## src/rtl/fetch_decode_buffer_pkg.sv

```systemverilog
// -----------------------------------------------------------------------------
// fetch_decode_buffer_pkg
// Shared definitions for the fetch/decode instruction buffer: default NOP word,
// HALT opcode, FSM state encoding and the HALT-detection helper.
// -----------------------------------------------------------------------------
package fetch_decode_buffer_pkg;

    // Word presented to decode whenever no valid entry sits at the head.
    localparam logic [15:0] NOP_INSTR_DEFAULT = 16'h0800;

    // Opcode field value (instruction[15:11]) that identifies a HALT.
    localparam logic [4:0]  HALT_OPCODE       = 5'b00000;

    typedef enum logic {
        ST_RUN    = 1'b0,
        ST_HALTED = 1'b1
    } fdb_state_e;

    // True when the instruction word carries the HALT opcode.
    function automatic logic is_halt(input logic [15:0] instr);
        return (instr[15:11] == HALT_OPCODE);
    endfunction

endpackage

```

## src/rtl/fetch_decode_buffer_register_16bits.sv

```systemverilog
// -----------------------------------------------------------------------------
// register_16bits
// 16-bit storage register with synchronous active-high reset and write enable.
// Ports:
//   i_clk  - rising-edge clock
//   i_rst  - synchronous active-high reset (clears contents to zero)
//   i_we   - write enable
//   i_d    - data to store
//   o_q    - stored value
// -----------------------------------------------------------------------------
module register_16bits (
    input  logic        i_clk,
    input  logic        i_rst,
    input  logic        i_we,
    input  logic [15:0] i_d,
    output logic [15:0] o_q
);

    logic [15:0] r_q;

    // Storage: contents only change on reset or an explicit write.
    always_ff @(posedge i_clk) begin
        if (i_rst) begin
            r_q <= 16'h0000;
        end else if (i_we) begin
            r_q <= i_d;
        end else begin
            r_q <= r_q;
        end
    end

    assign o_q = r_q;

endmodule

```

## src/rtl/fetch_decode_buffer.sv

```systemverilog
// -----------------------------------------------------------------------------
// fetch_decode_buffer
// Small FIFO of instruction/PC+2 pairs between fetch and decode. Freezes after a
// HALT has been handed to decode until a flush or reset.
// Ports:
//   clk, rst          - clock, synchronous active-high reset
//   fetch_valid_in    - fetch offers instruction_in / pc_next_in this cycle
//   instruction_in    - fetched instruction word
//   pc_next_in        - PC+2 of instruction_in
//   decode_ready_in   - decode accepts the head entry this cycle
//   flush_in          - discard all entries and leave HALTED
//   instruction_out   - head instruction, NOP_INSTR when not valid
//   pc_next_out       - head PC+2, zero when not valid
//   valid_out         - head entry presented to decode
//   buffer_full_out   - occupancy == DEPTH, fetch must hold its PC
//   halted_out        - HALT handed to decode, buffer frozen
//   occupancy_out     - number of stored entries
// -----------------------------------------------------------------------------
module fetch_decode_buffer
    import fetch_decode_buffer_pkg::*;
#(
    parameter int          DEPTH     = 2,
    parameter logic [15:0] NOP_INSTR = NOP_INSTR_DEFAULT
) (
    input  logic        clk,
    input  logic        rst,
    input  logic        fetch_valid_in,
    input  logic [15:0] instruction_in,
    input  logic [15:0] pc_next_in,
    input  logic        decode_ready_in,
    input  logic        flush_in,
    output logic [15:0] instruction_out,
    output logic [15:0] pc_next_out,
    output logic        valid_out,
    output logic        buffer_full_out,
    output logic        halted_out,
    output logic [1:0]  occupancy_out
);

    // occupancy_out is 2 bits wide, so DEPTH is limited to 1..3.
    localparam int             PTR_W     = (DEPTH > 1) ? $clog2(DEPTH) : 1;
    localparam logic [PTR_W-1:0] LAST_PTR = PTR_W'(DEPTH - 1);
    localparam logic [1:0]     DEPTH_CNT = 2'(DEPTH);

    // Pointer increment with explicit wrap so non-power-of-two depths work.
    function automatic logic [PTR_W-1:0] next_ptr(input logic [PTR_W-1:0] p);
        return (p == LAST_PTR) ? {PTR_W{1'b0}} : (p + PTR_W'(1));
    endfunction

    logic [PTR_W-1:0] r_wr_ptr;
    logic [PTR_W-1:0] r_rd_ptr;
    logic [1:0]       r_occ;
    fdb_state_e       r_state;
    fdb_state_e       w_state_next;

    logic             w_full;
    logic             w_halted;
    logic             w_valid;
    logic             w_push;
    logic             w_pop;
    logic [DEPTH-1:0] w_we;
    logic [15:0]      w_entry_instr [DEPTH];
    logic [15:0]      w_entry_pc    [DEPTH];
    logic [15:0]      w_head_instr;
    logic [15:0]      w_head_pc;

    // Status derived only from registered state: no input reaches these.
    assign w_full   = (r_occ == DEPTH_CNT);
    assign w_halted = (r_state == ST_HALTED);
    assign w_valid  = (r_occ != 2'd0) & ~w_halted;

    // Push is refused when full even if a pop frees a slot this cycle.
    assign w_push = fetch_valid_in & ~w_full & ~flush_in & ~w_halted;
    assign w_pop  = w_valid & decode_ready_in & ~flush_in;

    // Entry storage: one instruction and one PC register per slot.
    for (genvar g = 0; g < DEPTH; g++) begin : g_entry
        assign w_we[g] = w_push & (r_wr_ptr == PTR_W'(g));

        register_16bits u_instr_reg (
            .i_clk (clk),
            .i_rst (rst),
            .i_we  (w_we[g]),
            .i_d   (instruction_in),
            .o_q   (w_entry_instr[g])
        );

        register_16bits u_pc_reg (
            .i_clk (clk),
            .i_rst (rst),
            .i_we  (w_we[g]),
            .i_d   (pc_next_in),
            .o_q   (w_entry_pc[g])
        );
    end

    // Head-of-queue read mux selected by the read pointer.
    always_comb begin
        w_head_instr = 16'h0000;
        w_head_pc    = 16'h0000;
        for (int i = 0; i < DEPTH; i++) begin
            w_head_instr = (r_rd_ptr == PTR_W'(i)) ? w_entry_instr[i] : w_head_instr;
            w_head_pc    = (r_rd_ptr == PTR_W'(i)) ? w_entry_pc[i]    : w_head_pc;
        end
    end

    // Pointers and occupancy; flush discards everything, overriding push/pop.
    always_ff @(posedge clk) begin
        if (rst) begin
            r_wr_ptr <= {PTR_W{1'b0}};
            r_rd_ptr <= {PTR_W{1'b0}};
            r_occ    <= 2'd0;
        end else if (flush_in) begin
            r_wr_ptr <= {PTR_W{1'b0}};
            r_rd_ptr <= {PTR_W{1'b0}};
            r_occ    <= 2'd0;
        end else begin
            r_wr_ptr <= w_push ? next_ptr(r_wr_ptr) : r_wr_ptr;
            r_rd_ptr <= w_pop  ? next_ptr(r_rd_ptr) : r_rd_ptr;
            case ({w_push, w_pop})
                2'b10:   r_occ <= r_occ + 2'd1;
                2'b01:   r_occ <= r_occ - 2'd1;
                default: r_occ <= r_occ;
            endcase
        end
    end

    // FSM state register.
    always_ff @(posedge clk) begin
        if (rst) begin
            r_state <= ST_RUN;
        end else begin
            r_state <= w_state_next;
        end
    end

    // FSM next state: a HALT leaving the head freezes the buffer until flush.
    always_comb begin
        w_state_next = r_state;
        case (r_state)
            ST_RUN: begin
                if (flush_in) begin
                    w_state_next = ST_RUN;
                end else if (w_pop && is_halt(w_head_instr)) begin
                    w_state_next = ST_HALTED;
                end else begin
                    w_state_next = ST_RUN;
                end
            end
            ST_HALTED: begin
                if (flush_in) begin
                    w_state_next = ST_RUN;
                end else begin
                    w_state_next = ST_HALTED;
                end
            end
            default: w_state_next = ST_RUN;
        endcase
    end

    // Output presentation: NOP/zero whenever the head is not valid.
    always_comb begin
        instruction_out = NOP_INSTR;
        pc_next_out     = 16'h0000;
        if (w_valid) begin
            instruction_out = w_head_instr;
            pc_next_out     = w_head_pc;
        end else begin
            instruction_out = NOP_INSTR;
            pc_next_out     = 16'h0000;
        end
    end

    assign valid_out       = w_valid;
    assign buffer_full_out = w_full;
    assign halted_out      = w_halted;
    assign occupancy_out   = r_occ;

endmodule

```

## config.mk

```make
export PLATFORM = sky130hd
export DESIGN_NAME = fetch_decode_buffer
export DESIGN_NICKNAME = d
export VERILOG_FILES = /design/src/rtl/fetch_decode_buffer_pkg.sv /design/src/rtl/fetch_decode_buffer_register_16bits.sv /design/src/rtl/fetch_decode_buffer.sv
export SDC_FILE = /design/constraint.sdc
export NUM_CORES = 1
export LEC_CHECK = 0
export CAP_MARGIN = 0
export CORE_AREA = 2 2 82 84
export CTS_CLUSTER_SIZE = 40
export DETAILED_ROUTE_END_ITERATION = 7
export DIE_AREA = 0 0 84 86
export GPL_ROUTABILITY_DRIVEN = 1
export PLACE_DENSITY = 0.83
export SYNTH_ARGS = -nofsm -noshare
export SYNTH_HDL_FRONTEND = slang
export SYNTH_SLANG_ARGS = --single-unit
```

## constraint.sdc

```tcl
create_clock -name clk -period 2.04 [get_ports clk]
set_input_delay 0.306 -clock clk [delete_from_list [all_inputs] [get_ports clk]]
set_output_delay 0.306 -clock clk [all_outputs]
set_load 0.02 [all_outputs]
```

==> results of run 1 <==
==> cell type report <==
type	instances	share of cell area (%)
Clock buffer	9	3.120
Multi-Input combinational cell	291	36.94
Clock inverter	7	2.269
Inverter	3	0.2836
Sequential cell	69	34.89
Tap cell	77	2.427
Timing Repair Buffer	96	20.08
==> where the power goes <==
part           switching, µW  internal, µW  total, µW  leakage, µW
logic                    169           153        322     0.000772
clock network            519           681       1200     0.000105
registers               24.7          1390       1410     0.000561
==> metal layers <==
layer / vias up / GRT usage, % / part of all wire (%) / wire (µm)
met5: - / 0 / 0 / 0
met4: 0 / 11.88 / 2.5 / 192
met3: 15 / 4.042 / 5.3 / 402
met2: 87 / 39.05 / 50 / 3804
met1: 1337 / 25.55 / 42 / 3226
li1: 1430 / - / - / -
==> cell usage in the layout, fill, tap and decap left out, types with 2 or more instances in the layout <==
cell and instances:
a21oi_1 67, buf_12 3, buf_2 2, buf_4 18
buf_6 2, bufinv_16 2, clkbuf_2 27, clkbuf_8 9
clkdlybuf4s50_1 38, clkinv_2 3, clkinvlp_4 2, dfxtp_1 68
dlygate4sd2_1 5, inv_1 2, mux2i_1 32, nand2_1 131
nand2b_1 2, nand3b_1 2, nor2_1 36, nor3_1 5
xor2_1 2
==> flip-flops by register name, indices dropped and copies added (netlist names) <==
register,flops
r_rd_ptr,1
halted_out,1
r_wr_ptr,1
occupancy_out,2
g_entry.u_pc_reg.o_q,32
g_entry.u_instr_reg.o_q,32
==> stage by stage <==
stage / hold slack, ns / total power (µW)
2_1_floorplan: 0.3834 / 1608
3_3_place_gp: 0.4408 / 1763
3_5_place_dp: 0.4456 / 1771
4_1_cts: 0.3282 / 2957
5_1_grt: 0.3427 / 3031
6_report: 0.3357 / 2933
==> critical path, stage by stage, from the launching register on <==
cell and delay [ns]:
dfxtp_4 0.49, buf_12 0.18, mux2i_1 0.24, nor2_1 0.09, dlygate4sd2_1 0.33
==> how the worst min path moves through the flow <==
stage               slack, ns  cells past startpoint                                    endpoint
global placement         0.44                      2    g_entry[0].u_pc_reg.o_q[12]$_SDFFE_PP0P_
detailed placement       0.45                      2  g_entry[0].u_instr_reg.o_q[4]$_SDFFE_PP0P_
CTS                      0.33                      2    g_entry[0].u_pc_reg.o_q[12]$_SDFFE_PP0P_
finish                   0.34                      2    g_entry[1].u_pc_reg.o_q[11]$_SDFFE_PP0P_
floorplan                0.38                      1               occupancy_out[0]$_SDFFE_PP0P_
global route             0.34                      2    g_entry[0].u_pc_reg.o_q[12]$_SDFFE_PP0P_
==> cells by family (layout without fill, tap and decap cells) <==
kind of cell    count (synthesis)  after routing
compound gates                 71             71
xor+xnor                        3              3
buf+inv                        33            115
flops                          69             69
mux                            33             33
simple gates                  184            184
==> impl_metrics.tcl, run 1 <==
set metrics [dict create \
    ant_nets 0 \
    reg2reg_to "g_entry[0].u_instr_reg.o_q[13]$_SDFFE_PP0P_" \
    area_delta_synth_final_pct 32.54 \
    synth_adder_area_share_pct 0 \
    muxShareOfSynthArea_pct 11.03 \
    ys_async_sr_fraction_pct 0 \
    synth_fp_nets 430 \
    cts_tree "yes" \
    drt_iter0_drc 164 \
    cts_root_buf "clkbuf_8" \
    fin_skew_ns 0.005908 \
    period_share_pct 97.19 \
    cts_resized 49 \
    grt_pass1_wl_um 12760 \
    clock_sink_count 69 \
    ff2ff_path_depth 7 \
    yosys.area_share.simple_pct 24.56 \
    hold_class "primary input to flip-flop" \
    drtPass1Iterations 4 \
    reg2reg_from "occupancy_out[0]$_SDFFE_PP0P_" \
    clk_pin_slew_ns 0.07 \
    fin_area_um2 3970 \
    fillers 549 \
    dp_slack_ns 0.04909 \
    critPathKind "flip-flop to primary output" \
    place_congestion 0.8899 \
    p_leak_uw 0.001438 \
    reg2reg_slack_ns 0.32 \
    rsz0062_at_grt "no" \
    max_slew.worst_pin.slew_ns 0.3621 \
    layout.nets 507 \
    synth_edf_count 0 \
    syn_area_per_cell_um2 7.622 \
    multi_input_area_um2 1466 \
    hold_violations 0 \
    num_antenna_cells 0 \
    io_buffers 73 \
    fp.dieArea_um2 7224 \
    instances_no_fill 552 \
    place_area_um2 3889 \
    startpoint "r_rd_ptr$_SDFFE_PP0P_" \
    min_period_ns 1.983 \
    slew_headroom_pct 75.81 \
    placed_cells 536 \
    slew_violations 0 \
    grt_overflow_total 0 \
    synth_compound_area_share_pct 12.16 \
    drive_gt1_share_pct 15.16 \
    vias 2869 \
    ys_seq_area_share_pct 46.12 \
    core_um2 6277 \
    row_count 29 \
    setup_tns_ns 0 \
    floorplan.initialDensity_pct 47.72 \
    synth_cells 393 \
    synth.distinct_cells 28 \
    fin_util_pct 63.25 \
    required_ns 1.73 \
    clock.fmax_mhz 504.4 \
    cp-start-kind "flip-flop" \
    dp_hpwl_um 5149 \
    cap_viol_max_count 0 \
    synth_xor_area_share_pct 0.8772 \
    via_per_inst 5.197 \
    drc_errors 0 \
    arrival_ns 1.68 \
    drt_wl_total_um 7625 \
    synthFlopType "dfxtp_1" \
    clk_path_buf_depth 2 \
    io_pins 74 \
    cts_buffers 9 \
    synthTopCellsByCount "nand2_1, dfxtp_1, a21oi_1, nor2_1, mux2i_1" \
    yosys.area.top_type "dfxtp_1" \
    grt_antenna_before_repair 0 \
    yosys-top-cells-area "dfxtp_1, nand2_1, a21oi_1" \
    grt_max_degree 29 \
    grt_pass1_vias 2833 \
    end_kind "primary output" \
    layout_setup_ws_ns 0.05729 \
    synth_most_common_cell "nand2_1" \
    cellPowerDensity_nw_per_um2 738.9 \
    synth_top_area_share_pct 46.12 \
    outcome "finished clean" \
    min_from "rst" \
    cts_max_level 3 \
    die_w_um 84 \
    routedWlPerCell_um 13.81 \
    ir_worst_vdd_uv 534.7 \
    setup_violations 0 \
    die-height_um 86 \
    synth_top_family_by_area "simple AND/OR/NAND/NOR gates" \
    crit_path_end "instruction_out[7]" \
    crit_fanout 12 \
    regArea_um2 1385 \
    grt_use_total_pct 22.14 \
    ys_ff_latch 69 \
    synthesis.area_um2 2995 \
    cts-hold-fix-buffers 0 \
    yosys_warnings 0 \
    insertion_delay_ns 0.35 \
    cts_setup_buffers 0 \
]
(Power assumes the default switching activity.)
==> run 2, diff against run 1 <==
--- a/config.mk
+++ b/config.mk
@@ -6,11 +6,15 @@
 export NUM_CORES = 1
 export LEC_CHECK = 0
 export CAP_MARGIN = 0
-export CORE_AREA = 2 2 82 84
+export CELL_PAD_IN_SITES_DETAIL_PLACEMENT = 2
+export CELL_PAD_IN_SITES_GLOBAL_PLACEMENT = 2
+export CORE_AREA = 2 2 109 111
+export CTS_CLUSTER_DIAMETER = 80
 export CTS_CLUSTER_SIZE = 40
 export DETAILED_ROUTE_END_ITERATION = 7
-export DIE_AREA = 0 0 84 86
+export DIE_AREA = 0 0 111 113
 export GPL_ROUTABILITY_DRIVEN = 1
+export HOLD_SLACK_MARGIN = 0.1
 export PLACE_DENSITY = 0.83
 export SYNTH_ARGS = -nofsm -noshare
 export SYNTH_HDL_FRONTEND = slang
==> run 2 against run 1 <==
  * Non-clock buffer count fell by 2
  * Sequential share of layout area fell by 1.7 points
  * Maximum frequency barely moved
  * Die area rose by 74%
  * Wire length rose by 34%
  * Global-route usage fell by 5.0 points
  * Sequential cell count did not move
  * Worst hold slack improved by 0.12 ns
  * Setup slack barely moved
==> impl_metrics.tcl, run 2 (synthesis gave the netlist of run 1 again) <==
set metrics [dict create \
    grt_max_degree 34 \
    cts_tree "yes" \
    drt_wl_total_um 10250 \
    final_cell_mix "nand2_1, dfxtp_1, a21oi_1" \
    regArea_um2 1383 \
    clk_pin_slew_ns 0.06 \
    cts_resized 66 \
    clock.fmax_mhz 504.2 \
    setup_violations 0 \
    fin_skew_ns 0.006821 \
    insertion_delay_ns 0.33 \
    ff2ff_path_depth 7 \
    layout.nets 505 \
    min_period_ns 1.983 \
    fin_util_pct 36.96 \
    routedWlPerCell_um 16.65 \
    drt_iter0_drc 61 \
    period_share_pct 97.21 \
    grt_use_total_pct 17.09 \
    hold_class "flip-flop to flip-flop" \
    instances_no_fill 616 \
    place_congestion 0.7366 \
    via_per_inst 4.800 \
    p_leak_uw 0.001481 \
    mostFrequentLayoutCell "nand2_1" \
    hold_violations 0 \
    drive_gt1_share_pct 15.22 \
    cap_viol_max_count 0 \
    dp_hpwl_um 7042 \
    critPathKind "flip-flop to primary output" \
    whs_path_depth 2 \
    hold_path_end "g_entry[1].u_pc_reg.o_q[8]$_SDFFE_PP0P_" \
    clock_sink_count 69 \
    crit_fanout 16 \
    reg2reg_slack_ns 0.20 \
    power_switching_uw 814.9 \
    num_antenna_cells 0 \
    multi_input_area_um2 1463 \
    drtPass1Iterations 4 \
    max_slew.worst_pin.slew_ns 0.6323 \
    die-height_um 113 \
    io_pins 74 \
    internal_power_uw 2741 \
    p_clk_share_pct 50.5 \
    whs_ns 0.4555 \
    required_ns 1.73 \
    drc_errors 0 \
    arrival_ns 1.68 \
    slew_headroom_pct 57.84 \
    cts_max_level 3 \
    grt_overflow_total 0 \
    core_um2 11270 \
    floorplan.initialDensity_pct 26.57 \
    reg2reg_from "occupancy_out[0]$_SDFFE_PP0P_" \
    cts_root_buf "clkbuf_16" \
    ant_nets 0 \
    outcome "finished clean" \
    cellPowerDensity_nw_per_um2 853.4 \
    die_w_um 111 \
    cp-start-kind "flip-flop" \
    cts_buffers 9 \
    grt_pass1_vias 3411 \
    cts_setup_buffers 0 \
    p_seq_share_pct 39.8 \
    placed_cells 600 \
    startpoint "occupancy_out[1]$_SDFFE_PP0P_" \
    vias 2957 \
    slew_violations 0 \
    clk_path_buf_depth 2 \
    fillers 1292 \
    cts-hold-fix-buffers 0 \
    row_count 39 \
    pwr-share-comb_pct 9.6 \
    area_delta_synth_final_pct 39.10 \
    fp.dieArea_um2 12540 \
    min_from "g_entry[1].u_pc_reg.o_q[8]$_SDFFE_PP0P_" \
    grt_antenna_before_repair 0 \
    end_kind "primary output" \
    switching_share_pct 22.92 \
    rsz0062_at_grt "no" \
    ir_worst_vdd_uv 455.8 \
    grt_pass1_wl_um 17000 \
    reg2reg_to "g_entry[0].u_instr_reg.o_q[3]$_SDFFE_PP0P_" \
    fin_area_um2 4167 \
    io_buffers 73 \
    place_area_um2 3981 \
]
## run 2: cell types whose count changed in the layout (fill, tap and decap cells not counted), moves of 2 or more
cell and delta:
buf_12 +2, buf_2 +4, buf_4 -2, buf_6 -2, clkbuf_16 +9, clkbuf_8 -9, clkinv_2 -2, dlygate4sd2_1 -4
## run 2: layout make-up
class,instances,area share [%]
multi-input combinational,291,35.11
inverter,3,0.2703
timing repair buffer,94,18.98
clock inverter,6,2.673
sequential,69,33.18
tap,143,4.294
clock buffer,10,5.495
## run 2: per-layer routing
| layer | wire, µm | vias to the layer above | GRT usage [%] |
|---|---|---|---|
| met2 | 5417 | 56 | 31.90 |
| li1 | - | 1428 | - |
| met5 | 0 | - | 0 |
| met1 | 4415 | 1465 | 19.41 |
| met3 | 320 | 8 | 3.749 |
| met4 | 101 | 0 | 5.500 |
## run 2: critical path, cell delays in order, from the launching register on
cell and delay (ns):
dfxtp_1 0.36, nor2_1 0.08, or2_2 0.34, buf_12 0.17, nor2_1 0.12, clkdlybuf4s15_2 0.27
## run 2: power groups by stage
stage / clock, µW / sequential (µW) / combinational [µW]
CTS: 1840 / 1420 / 353
global route: 1900 / 1420 / 379
finish: 1800 / 1420 / 343
global placement: 0 / 1440 / 339
floorplan: 0 / 1440 / 168
detailed placement: 0 / 1450 / 354
## run 2: worst max-delay path by stage
stage | cells past startpoint | slack (ns) | endpoint
3_3_place_gp | 6 | 0.04 | g_entry[0].u_pc_reg.o_q[6]$_SDFFE_PP0P_
3_5_place_dp | 6 | -0.02 | g_entry[0].u_instr_reg.o_q[5]$_SDFFE_PP0P_
6_report | 5 | 0.06 | pc_next_out[10]
2_1_floorplan | 7 | 0.24 | g_entry[0].u_instr_reg.o_q[0]$_SDFFE_PP0P_
5_1_grt | 5 | 0.003 | pc_next_out[10]
4_1_cts | 5 | 0.00003 | pc_next_out[1]
## run 2: per-stage QoR
step	total power, µW	setup TNS [ns]	setup slack, ns
6_report	3556	0	0.05684
5_1_grt	3704	0	0.003033
4_1_cts	3606	0	0.00002542
3_5_place_dp	1800	-0.06098	-0.01945
3_3_place_gp	1781	0	0.04374
2_1_floorplan	1608	0	0.2378
